`config.mk`:
```
export PLATFORM = sky130hd
export DESIGN_NAME = onehot_rr_arbiter
export DESIGN_NICKNAME = d
export VERILOG_FILES = /design/src/rtl/arb_pkg.sv /design/src/rtl/onehot_rr_arbiter_rr_pick.sv /design/src/rtl/onehot_rr_arbiter.sv
export SDC_FILE = /design/constraint.sdc
export NUM_CORES = 1
export LEC_CHECK = 0
export BUFFER_PORTS_ARGS = -buffer_cell sky130_fd_sc_hd__buf_2
export CAP_MARGIN = 30
export CORE_UTILIZATION = 60
export CTS_CLUSTER_SIZE = 24
export DETAILED_ROUTE_END_ITERATION = 10
export PLACE_DENSITY = 0.85
export SLEW_MARGIN = 10
export SYNTH_ARGS = -nofsm -noshare
export SYNTH_HDL_FRONTEND = slang
export SYNTH_SLANG_ARGS = --single-unit
```
`constraint.sdc`:
```
create_clock -name i_clk -period 6.7 [get_ports i_clk]
set_clock_uncertainty 0.2 [all_clocks]
set_input_delay 0.335 -clock i_clk [delete_from_list [all_inputs] [get_ports i_clk]]
set_output_delay 0.335 -clock i_clk [all_outputs]
set_load 0.01 [all_outputs]
```
`src/rtl/arb_pkg.sv`:
```
// Shared sizes, FSM state type and one-hot helper for the round-robin arbiter.
// Latency: n/a (declarations only).
// Backpressure: n/a.
package arb_pkg;

  localparam int N_REQ = 8;
  localparam int IDX_W = 3;

  typedef enum logic [0:0] {
    IDLE = 1'b0,
    BUSY = 1'b1
  } arb_state_t;

  // The only way a grant vector is ever built, so the grant can never be multi-hot.
  function automatic logic [N_REQ-1:0] onehot8(input logic [IDX_W-1:0] idx);
    onehot8 = {{(N_REQ-1){1'b0}}, 1'b1} << idx;
  endfunction

endpackage

```
`src/rtl/onehot_rr_arbiter_rr_pick.sv`:
```
// Rotating-priority picker: first unmasked set bit of i_req scanning i_start, i_start+1, ... mod 8.
// Latency: purely combinational.
// Backpressure: none.
//
// Ports:
//   i_req   [7:0] candidate request vector
//   i_start [2:0] first index examined by the scan
//   i_mask  [7:0] bits excluded from the scan
//   o_found       some unmasked request exists
//   o_idx   [2:0] index of the chosen request (i_start when nothing found)
module rr_pick
  import arb_pkg::*;
(
  input  logic [N_REQ-1:0] i_req,
  input  logic [IDX_W-1:0] i_start,
  input  logic [N_REQ-1:0] i_mask,
  output logic             o_found,
  output logic [IDX_W-1:0] o_idx
);

  logic [N_REQ-1:0] w_cand;

  assign w_cand = i_req & ~i_mask;

  // Walk from the furthest offset back to offset 0 so the nearest hit is written last.
  // The 3-bit add wraps index 7 back to 0 on its own.
  always_comb begin
    logic [IDX_W-1:0] w_pos;
    o_found = 1'b0;
    o_idx   = i_start;
    w_pos   = i_start;
    for (int k = N_REQ - 1; k >= 0; k--) begin
      w_pos = i_start + IDX_W'(k);
      if (w_cand[w_pos]) begin
        o_found = 1'b1;
        o_idx   = w_pos;
      end
    end
  end

endmodule

```
`src/rtl/onehot_rr_arbiter.sv`:
```
// Eight-way round-robin arbiter with grant hold and bounded tenure, registered one-hot grant.
// Latency: req sampled on edge k is reflected in o_grant right after edge k; no req->grant comb path.
// Backpressure: none; requesters keep req high until served, the owner releases by dropping req.
//
// Ports:
//   i_clk               system clock, rising edge
//   i_rst               asynchronous active-high reset
//   i_req         [7:0] level-sensitive request vector
//   o_grant       [7:0] registered grant, one-hot or zero
//   o_grant_valid       registered OR-reduction of o_grant
module onehot_rr_arbiter
  import arb_pkg::*;
#(
  parameter int MAX_HOLD = 16
) (
  input  logic             i_clk,
  input  logic             i_rst,
  input  logic [N_REQ-1:0] i_req,
  output logic [N_REQ-1:0] o_grant,
  output logic             o_grant_valid
);

  // MAX_HOLD=0 turns preemption off; keep a 1-bit counter so widths stay legal.
  localparam int                HOLD_W     = (MAX_HOLD > 0) ? $clog2(MAX_HOLD + 1) : 1;
  localparam logic [HOLD_W-1:0] HOLD_LAST  = (MAX_HOLD > 0) ? HOLD_W'(MAX_HOLD - 1) : '0;
  localparam logic              PREEMPT_EN = (MAX_HOLD > 0);

  arb_state_t        r_state;
  logic [IDX_W-1:0]  r_ptr;
  logic [IDX_W-1:0]  r_owner;
  logic [HOLD_W-1:0] r_hold_cnt;
  logic [N_REQ-1:0]  r_grant;
  logic              r_grant_valid;

  arb_state_t        w_state_nxt;
  logic [IDX_W-1:0]  w_ptr_nxt;
  logic [IDX_W-1:0]  w_owner_nxt;
  logic [HOLD_W-1:0] w_hold_nxt;
  logic [N_REQ-1:0]  w_grant_nxt;

  logic [IDX_W-1:0]  w_pick_start;
  logic [N_REQ-1:0]  w_pick_mask;
  logic              w_pick_found;
  logic [IDX_W-1:0]  w_pick_idx;
  logic              w_at_limit;
  logic              w_take;

  // While busy the scan starts after the owner with the owner masked, so on preemption the
  // owner goes last; on release its bit is already clear, so the mask changes nothing.
  assign w_pick_start = (r_state == BUSY) ? (r_owner + IDX_W'(1)) : r_ptr;
  assign w_pick_mask  = (r_state == BUSY) ? onehot8(r_owner) : '0;
  assign w_at_limit   = PREEMPT_EN && (r_hold_cnt == HOLD_LAST);

  rr_pick u_pick (
    .i_req   (i_req),
    .i_start (w_pick_start),
    .i_mask  (w_pick_mask),
    .o_found (w_pick_found),
    .o_idx   (w_pick_idx)
  );

  always_comb begin
    w_state_nxt = r_state;
    w_ptr_nxt   = r_ptr;
    w_owner_nxt = r_owner;
    w_hold_nxt  = r_hold_cnt;
    w_grant_nxt = r_grant;
    w_take      = 1'b0;

    if (r_state == IDLE) begin
      w_take = w_pick_found;
    end else if (!i_req[r_owner]) begin
      // Release beats expiry; hand over back-to-back if anyone else is waiting.
      if (w_pick_found) begin
        w_take = 1'b1;
      end else begin
        w_state_nxt = IDLE;
        w_grant_nxt = '0;
      end
    end else if (w_at_limit && w_pick_found) begin
      w_take = 1'b1;
    end else if (w_at_limit) begin
      // Tenure expired with nobody waiting: restart the window instead of wrapping.
      w_hold_nxt = '0;
    end else if (r_hold_cnt != HOLD_LAST) begin
      w_hold_nxt = r_hold_cnt + HOLD_W'(1);
    end

    if (w_take) begin
      w_state_nxt = BUSY;
      w_owner_nxt = w_pick_idx;
      w_grant_nxt = onehot8(w_pick_idx);
      w_ptr_nxt   = w_pick_idx + IDX_W'(1);
      w_hold_nxt  = '0;
    end
  end

  always_ff @(posedge i_clk or posedge i_rst) begin
    if (i_rst) begin
      r_state       <= IDLE;
      r_ptr         <= '0;
      r_owner       <= '0;
      r_hold_cnt    <= '0;
      r_grant       <= '0;
      r_grant_valid <= 1'b0;
    end else begin
      r_state       <= w_state_nxt;
      r_ptr         <= w_ptr_nxt;
      r_owner       <= w_owner_nxt;
      r_hold_cnt    <= w_hold_nxt;
      r_grant       <= w_grant_nxt;
      r_grant_valid <= |w_grant_nxt;
    end
  end

  assign o_grant       = r_grant;
  assign o_grant_valid = r_grant_valid;

endmodule

```
==> impl_metrics.tcl, run 1 <==
set metrics [dict create \
    maxCapViolCount 0 \
    die_h_um 62.4 \
    mostFrequentLayoutCell "dfrtp_1" \
    max_freq_ghz 0.211 \
    cts_resized 0 \
    reg2reg_depth 18 \
    critical_path.startpoint "r_owner[0]" \
    cp.required_ns 6.71 \
    initial_utilization 0.642 \
    cp_max_fo 13 \
    cts_hold_buf 1 \
    synthCells 232 \
    place.gp.congestion 0.975 \
    gr-total-overflow 0 \
    cp-end-kind "register" \
    wirelength_mm 5.05 \
    grt_pass1_wl_mm 8.71 \
    hold_start "r_hold_cnt[3]" \
    numCtsBuffers 3 \
    hold_path.class "register to register" \
    clkTransAtPathRegs_ns 0.12 \
    ff2ff_setup_slack_ns 1.95 \
    core_area_sq_mm 0.00342 \
    finalHoldViolCount 0 \
    synth_seq_area_share 0.240 \
    grt_pass1_vias 1810 \
    cts_tree "done" \
    synth_cell_types 68 \
    cts_max_level 1 \
    syn_avg_cell_area_sq_um 9.45 \
    die_w_um 62.4 \
    via_per_inst 6.49 \
    cts_setup_buffers 0 \
    cp.arrival_ns 4.76 \
    synth_edf_count 0 \
    worst_slew_pin_slew_ns 0.773 \
    ctsRootBufferMaster "clkbuf_4" \
    worst_path_max_delay_cell "mux4_2" \
    mostFrequentLayoutCells "dfrtp_1, nand2_1, buf_2" \
    max-slew-margin-rel 0.484 \
    finalCriticalPeriod_ns 4.75 \
    track_usage 0.279 \
    mappedNetlistNets 256 \
    critPathMostFrequentCell "ha_1" \
    wl_per_cell_um 17.2 \
    r2r-end "o_grant_valid" \
    ios 19 \
    cts_buffer_depth 2 \
    numPortBuffers 18 \
    r2r-start "r_owner[0]" \
    drt_iter0_drc 223 \
    rows 21 \
    fill_cells 275 \
    cts.sinks 21 \
    synth_area_sq_mm 0.00219 \
    finalNetCount 273 \
    drc 0 \
    die_area_sq_mm 0.00390 \
    final_antenna_net_count 0 \
    rsz0062_at_grt "false" \
    syn_to_final_growth_pct 6.05 \
    yosysWarnings 0 \
    setup_viol 0 \
    period_share 0.708 \
    outcome "completed" \
    slowest_delay_ns 0.64 \
    fin_tns_setup_ns 0 \
    ys.flop_type "dfrtp_1" \
    grt_start_max_net_pins 22 \
    clock_latency_ns 0.30 \
    num_vias 1907 \
    path_cells "inv_1 -> ha_1 -> mux2i_1 -> buf_4 -> inv_2 -> ha_1 -> mux4_2 -> nand2_1 -> o21ai_2 -> nor4b_1 -> a221oi_2 -> a21oi_2 -> inv_1 -> ha_1 -> ha_1 -> inv_1 -> o221ai_1 -> a21o_1" \
    place_hpwl_mm 3.97 \
    first_pass_iters 5 \
    drive_gt1_frac 0.234 \
    maxSlewViolCount 0 \
    ys_async_sr_fraction 1.00 \
    path_class "register to register" \
    endpoint "o_grant_valid" \
    synth-seq-cells 21 \
    n_antenna_cell 0 \
    critPathLaunchType "register" \
    antenna_found_initial 0 \
]
sequential cells by signal, indices dropped and copies added, names as in the netlist:
register and flops:
o_grant 8, r_hold_cnt 5, r_owner 3, r_ptr 3, o_grant_valid 1, r_state 1
kinds of logic (layout without fill, tap and decap cells):
kind of cell / Yosys count / in the layout / synth area share
adder cells (fa/ha/maj): 14 / 14 / 0.0799
AO/OA/AOI/OAI: 60 / 60 / 0.215
buffers and inverters: 20 / 36 / 0.0479
multiplexers: 16 / 16 / 0.120
AND/OR/NAND/NOR: 96 / 96 / 0.271
flip-flops: 21 / 21 / 0.240
XOR/XNOR: 5 / 5 / 0.0268
through the flow:
step	instances	hold slack, ns	utilization	setup WS, ns	area, sq um
after global routing	294	0.327	0.681	1.69	2320
final	294	0.303	0.681	1.95	2320
after floorplan	232	0.112	-	2.50	2190
after global placement	289	0.277	0.670	2.11	2290
after CTS	294	0.297	0.681	1.98	2320
after detailed placement	289	0.280	0.670	1.98	2290
cell type report:
cell class                      count  area [sq um]  share of cell area
Inverter                           12          45.0              0.0194
Timing Repair Buffer               20           108              0.0463
Tap cell                           46          57.6              0.0248
Sequential cell                    21           526               0.226
Clock buffer                        3          22.5             0.00969
Multi-Input combinational cell    191          1560               0.672
Clock inverter                      1          5.00             0.00215
cell usage after synthesis (all sizes together) (3+ instances only):
cell type / count / area, sq um
mux2i: 7 / 82.6
nand3b: 4 / 30.0
o21ai: 11 / 58.8
o21a: 4 / 30.0
and3: 3 / 18.8
xnor2: 4 / 42.6
nand3: 14 / 70.1
nor3: 4 / 36.3
nor2b: 6 / 45.0
a221oi: 3 / 32.5
and2: 9 / 58.8
a211oi: 3 / 27.5
a21oi: 9 / 63.8
inv: 12 / 45.1
a22oi: 5 / 47.5
nor4: 5 / 61.3
o211ai: 4 / 30.0
ha: 14 / 175
nand2: 20 / 75.1
buf: 7 / 56.3
dfrtp: 21 / 526
mux4: 7 / 158
a22o: 8 / 70.1
nor2: 21 / 106
worst max-delay path: cells and delay by family, from the launching register on:
kind / cells / cell delay, ns
DFF: 1 / 0.46
and+or+nand+nor: 2 / 0.54
adders and majority gates: 4 / 1.21
AOI/OAI and AO/OA: 5 / 0.85
buffers and inverters: 5 / 0.63
muxes: 2 / 0.79
routing by layer:
metal  global-route usage  wire (um)  part of all wire
met5                    0          0                 0
met4               0.0901        116             0.023
met3               0.0456        364             0.072
met2                0.410       2180              0.43
met1                0.416       2390              0.47
worst min path at each step:
| stage | slack, ns | to | cells past startpoint |
|---|---|---|---|
| after floorplan | 0.11 | o_grant[0] | 1 |
| after global placement | 0.28 | r_hold_cnt[3] | 1 |
| after detailed placement | 0.28 | r_hold_cnt[3] | 1 |
| after CTS | 0.30 | r_hold_cnt[3] | 1 |
| after global routing | 0.33 | r_ptr[0] | 1 |
| final | 0.30 | r_hold_cnt[3] | 1 |
Power of run 1 is left out: the tool's default activity adds up to more than one toggle a clock period on the data nets, which glitch-free logic cannot reach.
==> run 2, diff against run 1 <==
--- a/config.mk
+++ b/config.mk
@@ -7,10 +7,10 @@
 export LEC_CHECK = 0
 export BUFFER_PORTS_ARGS = -buffer_cell sky130_fd_sc_hd__buf_2
 export CAP_MARGIN = 30
-export CORE_UTILIZATION = 60
+export CORE_UTILIZATION = 55
 export CTS_CLUSTER_SIZE = 24
 export DETAILED_ROUTE_END_ITERATION = 10
-export PLACE_DENSITY = 0.85
+export PLACE_DENSITY = 0.82
 export SLEW_MARGIN = 10
 export SYNTH_ARGS = -nofsm -noshare
 export SYNTH_HDL_FRONTEND = slang
==> constraint.sdc (replaced) <==
create_clock -name i_clk -period 3.84 [get_ports i_clk]
set_clock_uncertainty 0.2 [all_clocks]
set_input_delay 0.192 -clock i_clk [delete_from_list [all_inputs] [get_ports i_clk]]
set_output_delay 0.192 -clock i_clk [all_outputs]
set_load 0.01 [all_outputs]
==> run 2 against run 1 <==
- the run now ends with negative setup slack left
- global-route usage rose by 3.9 points
- worst setup slack got worse by 2.1 ns
- critical path depth fell by 3
- sequential share of layout area fell by 4.6 points
- sequential cell count did not move
- first-iteration DRC count fell by 8.1%
- register-to-register slack got worse by 2.1 ns
- highest routed layer unchanged
==> impl_metrics.tcl, run 2 (synthesis results as in run 1) <==
set metrics [dict create \
    outcome "finished with violations" \
    failed_checks "negative setup slack" \
    final_antenna_net_count 0 \
    max-slew-margin-rel 0.468 \
    maxCapViolCount 0 \
    syn_to_final_growth_pct 33.4 \
    cts_buffer_depth 2 \
    path_class "register to register" \
    wl_per_cell_um 18.6 \
    gr-total-overflow 0 \
    grt_pass1_vias 2187 \
    wirelength_mm 6.41 \
    via_per_inst 6.30 \
    worst_slew_pin_slew_ns 0.796 \
    place.gp.congestion 1.04 \
    cp.arrival_ns 3.97 \
    crit_family "multiplexers" \
    worst_path_max_delay_cell "mux4_2" \
    period_share 1.04 \
    setup_viol 2 \
    fin_ws_ns -0.161 \
    cts_max_level 1 \
    drc 0 \
    mostFrequentLayoutCells "buf_4, nand2_1, dfrtp_1" \
    mostFrequentLayoutCell "buf_4" \
    n_antenna_cell 0 \
    first_pass_iters 6 \
    slowest_delay_ns 0.58 \
    ios 19 \
    cts_tree "done" \
    rsz0062_at_grt "true" \
    fill_cells 238 \
    holdWs_ns 0.290 \
    numCtsBuffers 3 \
    cp_max_fo 6 \
    max_freq_ghz 0.250 \
    grt_pass1_wl_mm 10.2 \
    die_w_um 65.1 \
    finalCriticalPeriod_ns 4.00 \
    place_hpwl_mm 4.44 \
    cts.sinks 21 \
    rows 22 \
    grt_start_max_net_pins 22 \
    final_area_sq_mm 0.00293 \
    hold_start "r_hold_cnt[3]" \
    ff2ff_setup_slack_ns -0.16 \
    reg2reg_depth 15 \
    die_area_sq_mm 0.00424 \
    final_core_util 0.781 \
    path_cells "inv_2 -> ha_4 -> mux2i_2 -> inv_2 -> ha_4 -> mux4_2 -> mux2i_4 -> nor2b_2 -> a221oi_4 -> mux2i_1 -> nand2_1 -> ha_2 -> nor3_2 -> o221ai_1 -> a21o_1" \
    maxSlewViolCount 0 \
    cp.required_ns 3.81 \
    antenna_found_initial 0 \
    placed_area_sq_mm 0.00261 \
    min_to "r_hold_cnt[3]" \
    core_area_sq_mm 0.00374 \
    drive_gt1_frac 0.448 \
    critPathLaunchType "register" \
    place_ws_ns -0.218 \
    ctsRootBufferMaster "clkbuf_8" \
    r2r-end "o_grant_valid" \
    numPortBuffers 18 \
    finalNetCount 322 \
    finalHoldViolCount 0 \
    largest_reg_flops 8 \
    clkTransAtPathRegs_ns 0.08 \
    r2r-start "r_owner[1]" \
    cp.buffers_inverters 2 \
    die_h_um 65.1 \
    track_usage 0.318 \
    drt_iter0_drc 205 \
    cp-end-kind "register" \
    initial_utilization 0.586 \
    hold_path.class "register to register" \
    hold_path_depth 1 \
    num_vias 2173 \
    clock_latency_ns 0.27 \
]
## run 2: cell types whose count changed in the layout (fill, tap and decap cells not counted), moves of 3 or more
cell      before  now
inv_1         10    6
ha_4           0    5
inv_2          2    5
ha_2           0    4
mux2i_1        6    3
buf_4          1   47
clkbuf_4       3    0
clkbuf_8       0    3
ha_1          14    5
## run 2: worst max path at each step
stage | from | to | slack, ns | depth (start not counted)
3_5_place_dp | r_owner[1] | o_grant_valid | -0.22 | 17
6_report | r_owner[1] | o_grant_valid | -0.16 | 15
3_3_place_gp | r_owner[1] | o_grant_valid | -0.20 | 15
2_1_floorplan | r_owner[1] | o_grant_valid | 0.002 | 18
5_1_grt | r_owner[1] | o_grant_valid | -0.30 | 18
4_1_cts | r_owner[1] | o_grant_valid | 0.002 | 18
## run 2: timing repair
action | CTS | global route
cloned | 0 | 1
gates resized for setup | 10 | 15
pin swaps | 6 | 8
hold buffers | 1 | 0
endpoints found under the setup margin | 10 | 10
hold endpoints to repair | 21 | 0
buffers inserted | 7 | 7
## run 2: worst register-to-register path, delay by kind of cell (launching register included)
family                   cells  cell delay, ns
AO/OA/AOI/OAI                3            0.43
adder cells (fa/ha/maj)      3            0.75
buffers and inverters        2            0.20
multiplexers                 4            1.27
flip-flops                   1            0.43
AND/OR/NAND/NOR              3            0.63
## run 2: per-layer routing
layer,global-route usage,part of all wire,wire (um),vias to the layer above
met4,0.144,0.033,214,0
met3,0.0556,0.081,519,23
met2,0.518,0.48,3090,119
li1,-,-,-,1000
met1,0.411,0.40,2590,1031
met5,0,0,0,-
## run 2: final cells by class
cell class	count	area [sq um]	area share
Clock inverter	1	5.00	0.00171
Sequential cell	21	528	0.180
Inverter	12	47.5	0.0163
Timing Repair Buffer	69	518	0.177
Multi-Input combinational cell	191	1730	0.590
Clock buffer	3	41.3	0.0141
Tap cell	48	60.1	0.0205
## run 2: stage by stage
step	setup TNS, ns	cells
floorplan	0	232
global placement	-0.851	325
detailed placement	-0.809	325
CTS	0	337
global route	-0.738	345
finish	-0.162	345
Power of run 2 is left out for the same reason.
